[src/rtl/wfid_slot_table_demux.sv]
// Write-side slot table for the issue-stage 40:1 wavefront select mux.
// Decodes a wavefront ID into one of 40 per-slot registers, tracks per-slot
// valid bits and an occupancy count, and flags out-of-range IDs.
module wfid_slot_table_demux #(
   parameter int unsigned              WORD_WIDTH = 12,
   parameter logic [WORD_WIDTH-1:0]    RESET_VAL  = '0
) (
   input  logic                              clk,
   input  logic                              rst_n,
   input  logic                              wr_en,
   input  logic [5:0]                        wr_wfid,
   input  logic [WORD_WIDTH-1:0]             wr_data,
   input  logic                              clr_en,
   input  logic [5:0]                        clr_wfid,
   output logic [40*WORD_WIDTH-1:0]          out_data,
   output logic [39:0]                       out_valid,
   output logic [5:0]                        valid_count,
   output logic                              id_err
);

   localparam int unsigned NUM_SLOTS = 40;
   localparam int unsigned ID_W      = 6;
   localparam int unsigned CNT_W     = 6;

   logic [NUM_SLOTS-1:0] wr_sel;
   logic [NUM_SLOTS-1:0] clr_sel;
   logic                 wr_bad;
   logic                 clr_bad;
   logic                 wr_inc;
   logic                 clr_dec;
   logic [CNT_W-1:0]     count_next;

   // One-hot decode of both strobes; IDs 40..63 select nothing.
   always_comb begin
      wr_sel  = '0;
      clr_sel = '0;
      for (int i = 0; i < NUM_SLOTS; i++) begin
         wr_sel[i]  = wr_en  && (wr_wfid  == ID_W'(i));
         clr_sel[i] = clr_en && (clr_wfid == ID_W'(i));
      end
   end

   // Occupancy deltas; a clear shadowed by a same-slot write does not count.
   always_comb begin
      wr_bad     = wr_en  && (wr_wfid  >= ID_W'(NUM_SLOTS));
      clr_bad    = clr_en && (clr_wfid >= ID_W'(NUM_SLOTS));
      wr_inc     = |(wr_sel & ~out_valid);
      clr_dec    = |(clr_sel & out_valid & ~wr_sel);
      count_next = valid_count + CNT_W'(wr_inc) - CNT_W'(clr_dec);
   end

   // Slot data registers: write takes priority over clear.
   always_ff @(posedge clk or negedge rst_n) begin
      if (!rst_n) begin
         out_data <= {NUM_SLOTS{RESET_VAL}};
      end else begin
         for (int i = 0; i < NUM_SLOTS; i++) begin
            if (wr_sel[i]) begin
               out_data[i*WORD_WIDTH +: WORD_WIDTH] <= wr_data;
            end else if (clr_sel[i]) begin
               out_data[i*WORD_WIDTH +: WORD_WIDTH] <= RESET_VAL;
            end
         end
      end
   end

   // Valid vector, occupancy count and out-of-range error pulse.
   always_ff @(posedge clk or negedge rst_n) begin
      if (!rst_n) begin
         out_valid   <= '0;
         valid_count <= '0;
         id_err      <= 1'b0;
      end else begin
         out_valid   <= (out_valid & ~clr_sel) | wr_sel;
         valid_count <= count_next;
         id_err      <= wr_bad || clr_bad;
      end
   end

endmodule

[config.mk]
export PLATFORM = sky130hd
export DESIGN_NAME = wfid_slot_table_demux
export DESIGN_NICKNAME = d
export VERILOG_FILES = /design/src/rtl/wfid_slot_table_demux.sv
export SDC_FILE = /design/constraint.sdc
export NUM_CORES = 1
export LEC_CHECK = 0
export ABC_AREA = 1
export CAP_MARGIN = 20
export CELL_PAD_IN_SITES_DETAIL_PLACEMENT = 0
export CELL_PAD_IN_SITES_GLOBAL_PLACEMENT = 1
export CORE_MARGIN = 3
export CORE_UTILIZATION = 33
export CTS_CLUSTER_DIAMETER = 30
export CTS_CLUSTER_SIZE = 14
export DETAILED_ROUTE_END_ITERATION = 16
export PLACE_DENSITY_LB_ADDON = 0.08
export RECOVER_POWER = 25
export SETUP_SLACK_MARGIN = 0.5
export SLEW_MARGIN = 10
export SYNTH_ARGS = -nofsm -noshare
export SYNTH_HDL_FRONTEND = slang
export SYNTH_SLANG_ARGS = --single-unit
[constraint.sdc]
create_clock -name clk -period 2 [get_ports clk]
set_clock_uncertainty 0.05 [all_clocks]
set_input_delay 0.4 -clock clk [delete_from_list [all_inputs] [get_ports clk]]
set_output_delay 0.4 -clock clk [all_outputs]
set_load 0.02 [all_outputs]
## Word level (Yosys, flattened, before mapping)

Index checks and enable logic that the tools add are counted.
W data, S select, Z words.

- Word-level logic and storage cells: 340
- Register bits after elaboration: 527
- Output and inout port bits: 527
- Bits of input ports: 28

- Bitwise gates (word level): 8
- Muxes and demuxes: 80
- Reduce and logical (&&, ||, !) cells: 127
- Magnitude comparators: 2
- Equality and inequality tests: 78
- Add/subtract/negate cells: 2

Operator list:

| operator | count |
|---|---|
| $mux W12 | 80 |
| $eq A6 B5 Y1 const B | 32 |
| $and A40 B40 Y40 | 4 |
| $not A40 Y40 | 3 |
| $eq A6 B4 Y1 const B | 16 |
| $eq A6 B6 Y1 const B | 16 |
| $logic_and A1 B1 Y1 | 82 |
| $reduce_bool A2 Y1 | 40 |
| $reduce_or A40 Y1 | 2 |
| $eq A6 B3 Y1 const B | 8 |
| $or A40 B40 Y40 | 1 |
| $eq A6 B2 Y1 const B | 4 |
| $eq A6 B1 Y1 const B | 2 |
| $ge A6 B6 Y1 const B | 2 |
| $logic_not A6 Y1 | 2 |
| $add A6 B1 Y6 | 1 |
| $sub A6 B1 Y6 | 1 |
| $logic_or A1 B1 Y1 | 1 |

## Depth between registers and ports, before layout

Gate-level depths: netlist of the first run.

- Depth in word-level cells: 6
- Depth in mapped cells: 20
- Mapped depth without buffers: 19

## Least setup slack after synthesis of the first run

Ideal clock, no wire load.

- Path kind: input to register
- Start: input port wr_wfid[5]
- End: register valid_count[4]
- Setup time: 123 ps
- Data arrival time: 2668 ps
- Data required time: 1827 ps
- Stages on the path: 18
- Buffers on the path: 1
- Slack: -840 ps
- Path through: inv_1 nand2_1 nor2_4 buf_2 nand2_1 nand3_1 nand2_1 nor2_1 nand2_1 nor2_1 nand3_1 ha_1 inv_1 ha_1 fa_1 nand3_1 nand3_1 xor2_1

- Cells in the longest elaborated chain, start to end: 6
- Elaborated cells between the ends (all ways): 87
- Classes of those cells: 2 x add/sub; 39 x eq/ne; 3 x bitwise; 43 x reduce/logical

Ends and longest elaborated chain:

| what | RTL line | text |
|---|---|---|
| start, declared | 11 | `input logic [5:0] wr_wfid,` |
| $eq A6 B1 Y1 (tied with other cells) | 38 | `wr_sel[i] = wr_en && (wr_wfid == ID_W'(i));` |
| $logic_and A1 B1 Y1 | 38 |  |
| $and A40 B40 Y40 / $not A40 Y40 (equally long branches) | 47, 48 |  |
| $reduce_or A40 Y1 / $and A40 B40 Y40 (equally long branches) | 47, 48 |  |
| $add A6 B1 Y6 / $reduce_or A40 Y1 (equally long branches) | 49, 48 |  |
| $sub A6 B1 Y6 * | 49 | `count_next = valid_count + CNT_W'(wr_inc) - CNT_W'(clr_dec);` |
| net count_next[4] | 31 | `logic [CNT_W-1:0] count_next;` |
| end signal, assigned | 75 | `valid_count <= count_next;` |
| end, declared | 17 | `output logic [5:0] valid_count,` |

The timed path passes the listed nets; every way through them passes the cells marked *.
A chain may end at the register's enable or synchronous reset.

## Worst setup path in the final report of the first run

Ends and elaborated chain as after synthesis.

==> results of run 1 <==
[layer usage]
layer  track usage (%)  part of all wire, %  wire length [µm]  up-vias
met5                 0                0.056                51        -
met4              9.27                  3.3              3030        8
met3              7.89                  7.4              6690      161
met2              43.4                   48             43300      703
met1              34.0                   41             37400     9992
li1                  -                    -                 -     9181
[critical path: cells and delay by family]
family	cells	cell delay, ns
XOR/XNOR	1	0.14
AND/OR/NAND/NOR	11	0.86
buffers and inverters	8	0.84
adder cells (fa/ha/maj)	3	0.79
[power by group]
group	switching, mW	total, mW	internal (mW)
Clock	6.35	20.3	13.9
Combinational	7.56	15.4	7.82
Sequential	1.93	15.0	13.1
[area by class of cell]
| class | count | share of cell area (%) |
|---|---|---|
| Timing Repair inverter | 4 | 0.0609 |
| Clock inverter | 72 | 2.51 |
| Inverter | 394 | 4.09 |
| Tap cell | 837 | 2.83 |
| Sequential cell | 527 | 35.7 |
| Antenna cell | 2 | 0.0135 |
| Multi-Input combinational cell | 1032 | 16.6 |
| Clock buffer | 154 | 9.06 |
| Timing Repair Buffer | 1059 | 29.2 |
[kinds of logic after synthesis]
group / share of synthesized area, %
compound gates: 15.1
buf+inv: 10.1
flops: 63.8
simple gates: 10.3
fa+ha+maj: 0.460
xor+xnor: 0.212
[state kept, by name (all words and copies together), names as in the netlist]
register,cells
id_err,1
out_valid,40
out_data,480
valid_count,6
[stage by stage]
| step | cell area (µm²) | setup slack, ns |
|---|---|---|
| final | 37000 | -0.564 |
| after global routing | 37000 | -0.669 |
| after CTS | 35900 | -0.454 |
| after detailed placement | 29600 | -1.59 |
| after global placement | 29600 | -1.60 |
| after floorplan | 21200 | -0.640 |
[final timing paths]
path | cells past startpoint | slack (ns) | endpoint
worst max-delay path | 23 | -0.56 | valid_count[4]$_DFF_PN0_
worst min-delay path | 3 | 0.17 | id_err$_DFF_PN0_
worst max register to register | 13 | -0.39 | valid_count[4]$_DFF_PN0_
worst min register to register | 2 | 0.48 | out_data[235]$_DFFE_PN0P_
max in group asynchronous | 3 | 0.16 | out_data[201]$_DFFE_PN0P_
min in group asynchronous | 2 | 0.47 | out_data[397]$_DFFE_PN0P_
[timing repair]
item	in CTS	in global routing
cloned	2	7
endpoints found under the setup margin	1027	663
hold buffers	1	0
gates resized for setup	3452	54
pin swaps	29	9
endpoints found under the hold margin	224	0
buffers inserted	122	121
[cell usage in the layout, fill, tap and decap left out, types with 17 or more instances in the layout]
cell          n
nand3_1     221
nand2_2      22
o22ai_1     306
buf_12       43
o21ai_0     202
nand2_4      22
nor2_1       56
buf_6       579
buf_4       391
nand2_1      80
nor2_4       23
inv_1       360
clkbuf_16   121
inv_2        28
clkbuf_8     20
clkinv_2     23
nand3_2      19
dfrtp_1     523
clkbuf_1     19
bufinv_16    17
clkinvlp_4   22
==> out/qor.csv, run 1 <==
stage,metric,value,unit
final_layout,regArea,13200,µm²
floorplanning,row_count,91,
floorplanning,dieHeight,256,µm
floorplanning,num_io_pins,555,
final_layout,nets,3174,
cts,cts_inserted_buffers,121,
critical_path,path_max_fanout,6,
synth,synth-seq-area-share,63.8,%
critical_path,setup.worst_path.class,in2reg,
placement,place.gp.congestion,0.905,
worst_hold_path,hp-start,wr_wfid[3],
grt,grt_max_degree,68,
timing,worst_pin_slew,1.19,ns
detailed_routing,dr.pass1.iters,5,
power_and_ir_drop,ir_worst_vdd,1.07,mV
worst_hold_path,hp-class,in2reg,
synth,synthTopCellsByArea,"dfrtp_1, o22ai_1, inv_1",
critical_path,cp.required,2.48,ns
critical_path,crit_chain,"buf_6, buf_8, inv_16, nand2_8, buf_6, nor2_4, buf_6, buf_16, buf_6, nand2_4, nand3_2, nand2_1, nor2_1, nand2_1, nor2_2, nand3_2, ha_4, inv_4, ha_4, fa_2, nand3_2, nand3_2, xor2_1",
timing,finalSetupViolCount,5,
power_and_ir_drop,p_leak,18.6,nW
synth,synth_edf_count,0,
placement,dp_cells,3600,
final_layout,final.fill_count,5347,
grt,grt_usage,26.7,%
floorplanning,fp.dieArea,65700,µm²
critical_path,startpoint,wr_wfid[5],
synth,yosysWarningCount,0,
critical_path,r2r_start,out_valid[22]$_DFF_PN0_,
cts,cts_root_buffer,clkbuf_16,
final_layout,multi_input_area,6140,µm²
floorplanning,start_util,33.5,%
synth,syn_avg_cell_area,9.84,µm²
run_status,violations,negative setup slack,
grt,antenna_found_initial,7,
placement,dpl.hpwl,59200,µm
cts,clkTransAtPathRegs,0.05,ns
final_layout,layout-drive-gt1-share,43.8,%
cts,clock_latency,0.66,ns
critical_path,crit_path_start_kind,primary input,
final_layout,stdcell_count,4081,
detailed_routing,viasPerCell,4.91,
timing,timing_hold_violations_final,0,
job,maxCapViolations,0,
timing,fmax,390,MHz
synth,syn_inst,2102,
grt,grt_pass1_vias,20300,
final_layout,final_core_util,59.8,%
grt,gr-total-overflow,0,
synth,yosysTopAreaCell,dfrtp_1,
detailed_routing,drt_iter0_markers,1203,
detailed_routing,wirelength,90500,µm
floorplanning,core,61800,µm²
detailed_routing,num_vias,20000,
synth,ys_types,20,
timing,slew_violations,0,
timing,period_minus_slack,2.56,ns
final_layout,synthToLayoutAreaGrowth,78.8,%
floorplanning,die-width,256,µm
synth,ys_ff_latch,527,
timing,fin_ws,-0.564,ns
cts,cts_max_path_buffers,3,
detailed_routing,drcViolationCount,0,
cts,tritoncts,yes,
timing,rsz0062_at_grt,true,
critical_path,slowest_delay,0.35,ns
run_status,status,finished with violations,
synth,netlist_area,20700,µm²
critical_path,arrival,3.04,ns
synth,ys_async_sr_fraction,100,%
timing,whs,0.166,ns
synth,yosysMostFrequentCell,dfrtp_1,
power_and_ir_drop,design_power_total,50.7,mW
synth,syn_nets,2137,
synth,yosys.area.top_type_share,63.8,%
power_and_ir_drop,p_per_area,1370,nW/µm²
placement,io_buffers,554,
timing,relSlewSlack,20.8,%
timing,tns,-2.39,ns
synth,synth_common_cells,"dfrtp_1, inv_1, o22ai_1",
detailed_routing,wl_per_cell,22.2,µm
cts,htree_levels,3,
cts,numClockSinks,527,
synth,ys.flop_type,dfrtp_1,
timing,timing.final.crit_share,128,%
critical_path,slowest_stage,fa_2,
grt,grt_pass1_wl,133000,µm
critical_path,cp-end-kind,register,
detailed_routing,ant_nets,0,
Power figures use the tool's default switching activity.
==> run 2, diff against run 1 <==
--- a/config.mk
+++ b/config.mk
@@ -9,8 +9,9 @@
 export CAP_MARGIN = 20
 export CELL_PAD_IN_SITES_DETAIL_PLACEMENT = 0
 export CELL_PAD_IN_SITES_GLOBAL_PLACEMENT = 1
+export CORE_ASPECT_RATIO = 1.75
 export CORE_MARGIN = 3
-export CORE_UTILIZATION = 33
+export CORE_UTILIZATION = 25
 export CTS_CLUSTER_DIAMETER = 30
 export CTS_CLUSTER_SIZE = 14
 export DETAILED_ROUTE_END_ITERATION = 16
==> run 2 against run 1 <==
Compared with the run above: core utilization decreased by 14 points; clock-buffer cell count decreased by 23; sequential cell count unchanged; the flow finishes with violations (max-capacitance violations, max-slew violations, negative setup slack); fmax increased by 1.5%; first-iteration DRC count decreased by 2.0%.
==> out/qor.csv, run 2 (synthesis gave the netlist of run 1 again) <==
stage,metric,value,unit,change
critical_path,ff2ff_path_depth,14,,+1
grt,grt_usage,22.9,%,-3.8 points
power_and_ir_drop,p_leak,18.7,nW,+0.59%
grt,gr-total-overflow,0,,unchanged
floorplanning,core,81500,µm²,+32%
cts,tritoncts,yes,,
run_status,status,finished with violations,,
final_layout,final_core_util,46.0,%,-14 points
detailed_routing,drt_iter0_markers,1179,,-2.0%
final_layout,stdcell_area,37500,µm²,+1.3%
critical_path,slowest_stage,fa_2,,
detailed_routing,met2_wirelength,50300,µm,+16%
floorplanning,fp.dieArea,86300,µm²,+31%
final_layout,top_regs,"out_data x480, out_valid x40, valid_count x6",,
final_layout,nets,3193,,+0.60%
cts,htree_levels,3,,unchanged
timing,fin_ws,-0.527,ns,+0.0372 ns
power_and_ir_drop,ir_worst_vdd,0.769,mV,-28%
floorplanning,num_io_pins,555,,unchanged
critical_path,setup.worst_path.class,in2reg,,
detailed_routing,ant_nets,0,,unchanged
cts,cts_root_buffer,clkbuf_16,,
final_layout,final.fill_count,7826,,+46%
grt,grt_max_degree,71,,+4.4%
critical_path,r2r_start,out_valid[12]$_DFF_PN0_,,
detailed_routing,wl_per_cell,23.4,µm,+5.7%
floorplanning,dieHeight,386,µm,+51%
worst_hold_path,hp-class,in2reg,,
worst_hold_path,hp-start,clr_wfid[3],,
run_status,violations,"max-capacitance violations, max-slew violations, negative setup slack",,
detailed_routing,viasPerCell,4.64,,-5.6%
job,maxCapViolations,1,,+1
critical_path,path_max_fanout,4,,-2
timing,timing.final.crit_share,126,%,-1.9 points
timing,relSlewSlack,-16.5,%,-37 points
final_layout,largest-register,out_data,,
timing,worst_pin_slew,1.75,ns,+0.559 ns
detailed_routing,met1Wirelength,40000,µm,+6.8%
final_layout,largest_reg_flops,480,,unchanged
final_layout,layout-drive-gt1-share,44.5,%,+0.68 points
power_and_ir_drop,p_per_area,1330,nW/µm²,-3.1%
placement,dpl.hpwl,68600,µm,+16%
detailed_routing,dr.pass1.iters,5,,unchanged
floorplanning,die-width,223,µm,-13%
placement,placedInstanceArea,30100,µm²,+1.7%
critical_path,crit_path_start_kind,primary input,,
critical_path,crit_chain,"clkdlybuf4s15_2, buf_4, nor2_4, inv_2, nor2_1, buf_4, nand2_2, nand4_1, nor2_1, nand2_1, nor2_4, ha_4, inv_2, ha_4, fa_2, nand3_2, nand3_2, xor2_1",,
detailed_routing,top_layer_used,met5,,
detailed_routing,num_vias,20000,,-0.27%
cts,clock_latency,0.68,ns,+0.02 ns
critical_path,rr_endpoint,valid_count[4]$_DFF_PN0_,,
cts,cts_inserted_buffers,109,,-9.9%
timing,rsz0062_at_grt,true,,
timing,timing_hold_violations_final,0,,unchanged
critical_path,cp-end-kind,register,,
timing,slew_violations,39,,+39
critical_path,slowest_delay,0.36,ns,about the same
placement,io_buffers,554,,unchanged
grt,grt_pass1_wl,147000,µm,+10%
critical_path,startpoint,wr_wfid[4],,
critical_path,ff2ff_setup_slack,-0.38,ns,about the same
detailed_routing,routed-wl-met3,7470,µm,+12%
cts,clkTransAtPathRegs,0.05,ns,about the same
grt,antenna_found_initial,12,,+5
grt,grt_pass1_vias,21100,,+4.2%
cts,numClockSinks,527,,unchanged
final_layout,synthToLayoutAreaGrowth,81.1,%,
critical_path,crit_end,valid_count[4]$_DFF_PN0_,,
detailed_routing,drcViolationCount,0,,unchanged
placement,dpl_worst_slack,-1.74,ns,-0.149 ns
cts,cts_max_path_buffers,3,,unchanged
final_layout,final_cell_mix,"buf_6, dfrtp_1, buf_4",,
critical_path,arrival,3.03,ns,about the same
critical_path,cp.required,2.50,ns,+0.02 ns
timing,fmax,396,MHz,+1.5%
floorplanning,start_util,25.4,%,-8.1 points
timing,period_minus_slack,2.53,ns,-0.0372 ns
final_layout,layout_commonest_cell,buf_6,,
detailed_routing,wirelength,101000,µm,+12%
timing,finalSetupViolCount,5,,unchanged
floorplanning,row_count,138,,+52%
placement,place.gp.congestion,0.872,,-3.6%
[run 2: changes by cell type in the layout (fill, tap and decap cells not counted), moves of 10 or more]
cell       before  now
buf_6         579  596
inv_6           2   17
buf_12         43   56
nand3_1       221  210
clkbuf_16     121  111
nand3_2        19   29
[run 2: layer usage]
layer | global-route usage (%) | vias up
li1 | - | 9195
met1 | 27.3 | 9915
met2 | 39.1 | 723
met3 | 6.39 | 152
met4 | 8.77 | 6
met5 | 0 | -
[run 2: where the power goes]
| part | leakage, nW | internal (mW) | switching (mW) |
|---|---|---|---|
| registers | 6.42 | 13.1 | 2.08 |
| clock network | 1.93 | 12.7 | 6.54 |
| logic | 10.3 | 7.90 | 7.49 |
[run 2: cell type report]
cell class | count | area, µm² | area share [%]
Antenna cell | 8 | 20.0 | 0.0535
Clock buffer | 131 | 3010 | 8.04
Clock inverter | 75 | 930 | 2.48
Inverter | 394 | 1520 | 4.05
Multi-Input combinational cell | 1031 | 6170 | 16.5
Sequential cell | 527 | 13200 | 35.2
Tap cell | 1050 | 1310 | 3.51
Timing Repair Buffer | 1091 | 11300 | 30.1
Timing Repair inverter | 4 | 30.0 | 0.0802
[run 2: worst max-delay path, delay by kind of cell]
| kind | cells | cell delay [ns] |
|---|---|---|
| buffers and inverters | 5 | 0.68 |
| AND/OR/NAND/NOR | 9 | 1.01 |
| adder cells (fa/ha/maj) | 3 | 0.77 |
| XOR/XNOR | 1 | 0.16 |
[run 2: how the worst min path moves through the flow]
stage                                     end  slack [ns]  depth (start not counted)
finish                       id_err$_DFF_PN0_        0.14                          3
global route                 id_err$_DFF_PN0_        0.13                          3
CTS                          id_err$_DFF_PN0_        0.07                          3
detailed placement  out_data[261]$_DFFE_PN0P_        0.33                          1
global placement    out_data[261]$_DFFE_PN0P_        0.33                          1
floorplan                    id_err$_DFF_PN0_        0.05                          0
[run 2: repair_timing]
action,in CTS,in global routing
setup buffers,148,106
pin swaps,43,10
resized for setup,3477,48
hold buffers,2,0
setup endpoints to repair,1021,634
endpoints found under the hold margin,33,0
gates cloned,4,4
[run 2: metrics by stage]
stage                     hold WS [ns]  setup TNS (ns)  instances  total power, mW
after global placement           0.330         -198.21       3833             27.7
after floorplan                 0.0544           -2.68       2102             20.1
after global routing             0.131          -33.19       4303             52.0
after detailed placement         0.330         -205.73       3833             27.8
after CTS                       0.0660           -1.38       4193             49.5
final                            0.142           -2.03       4311             49.8
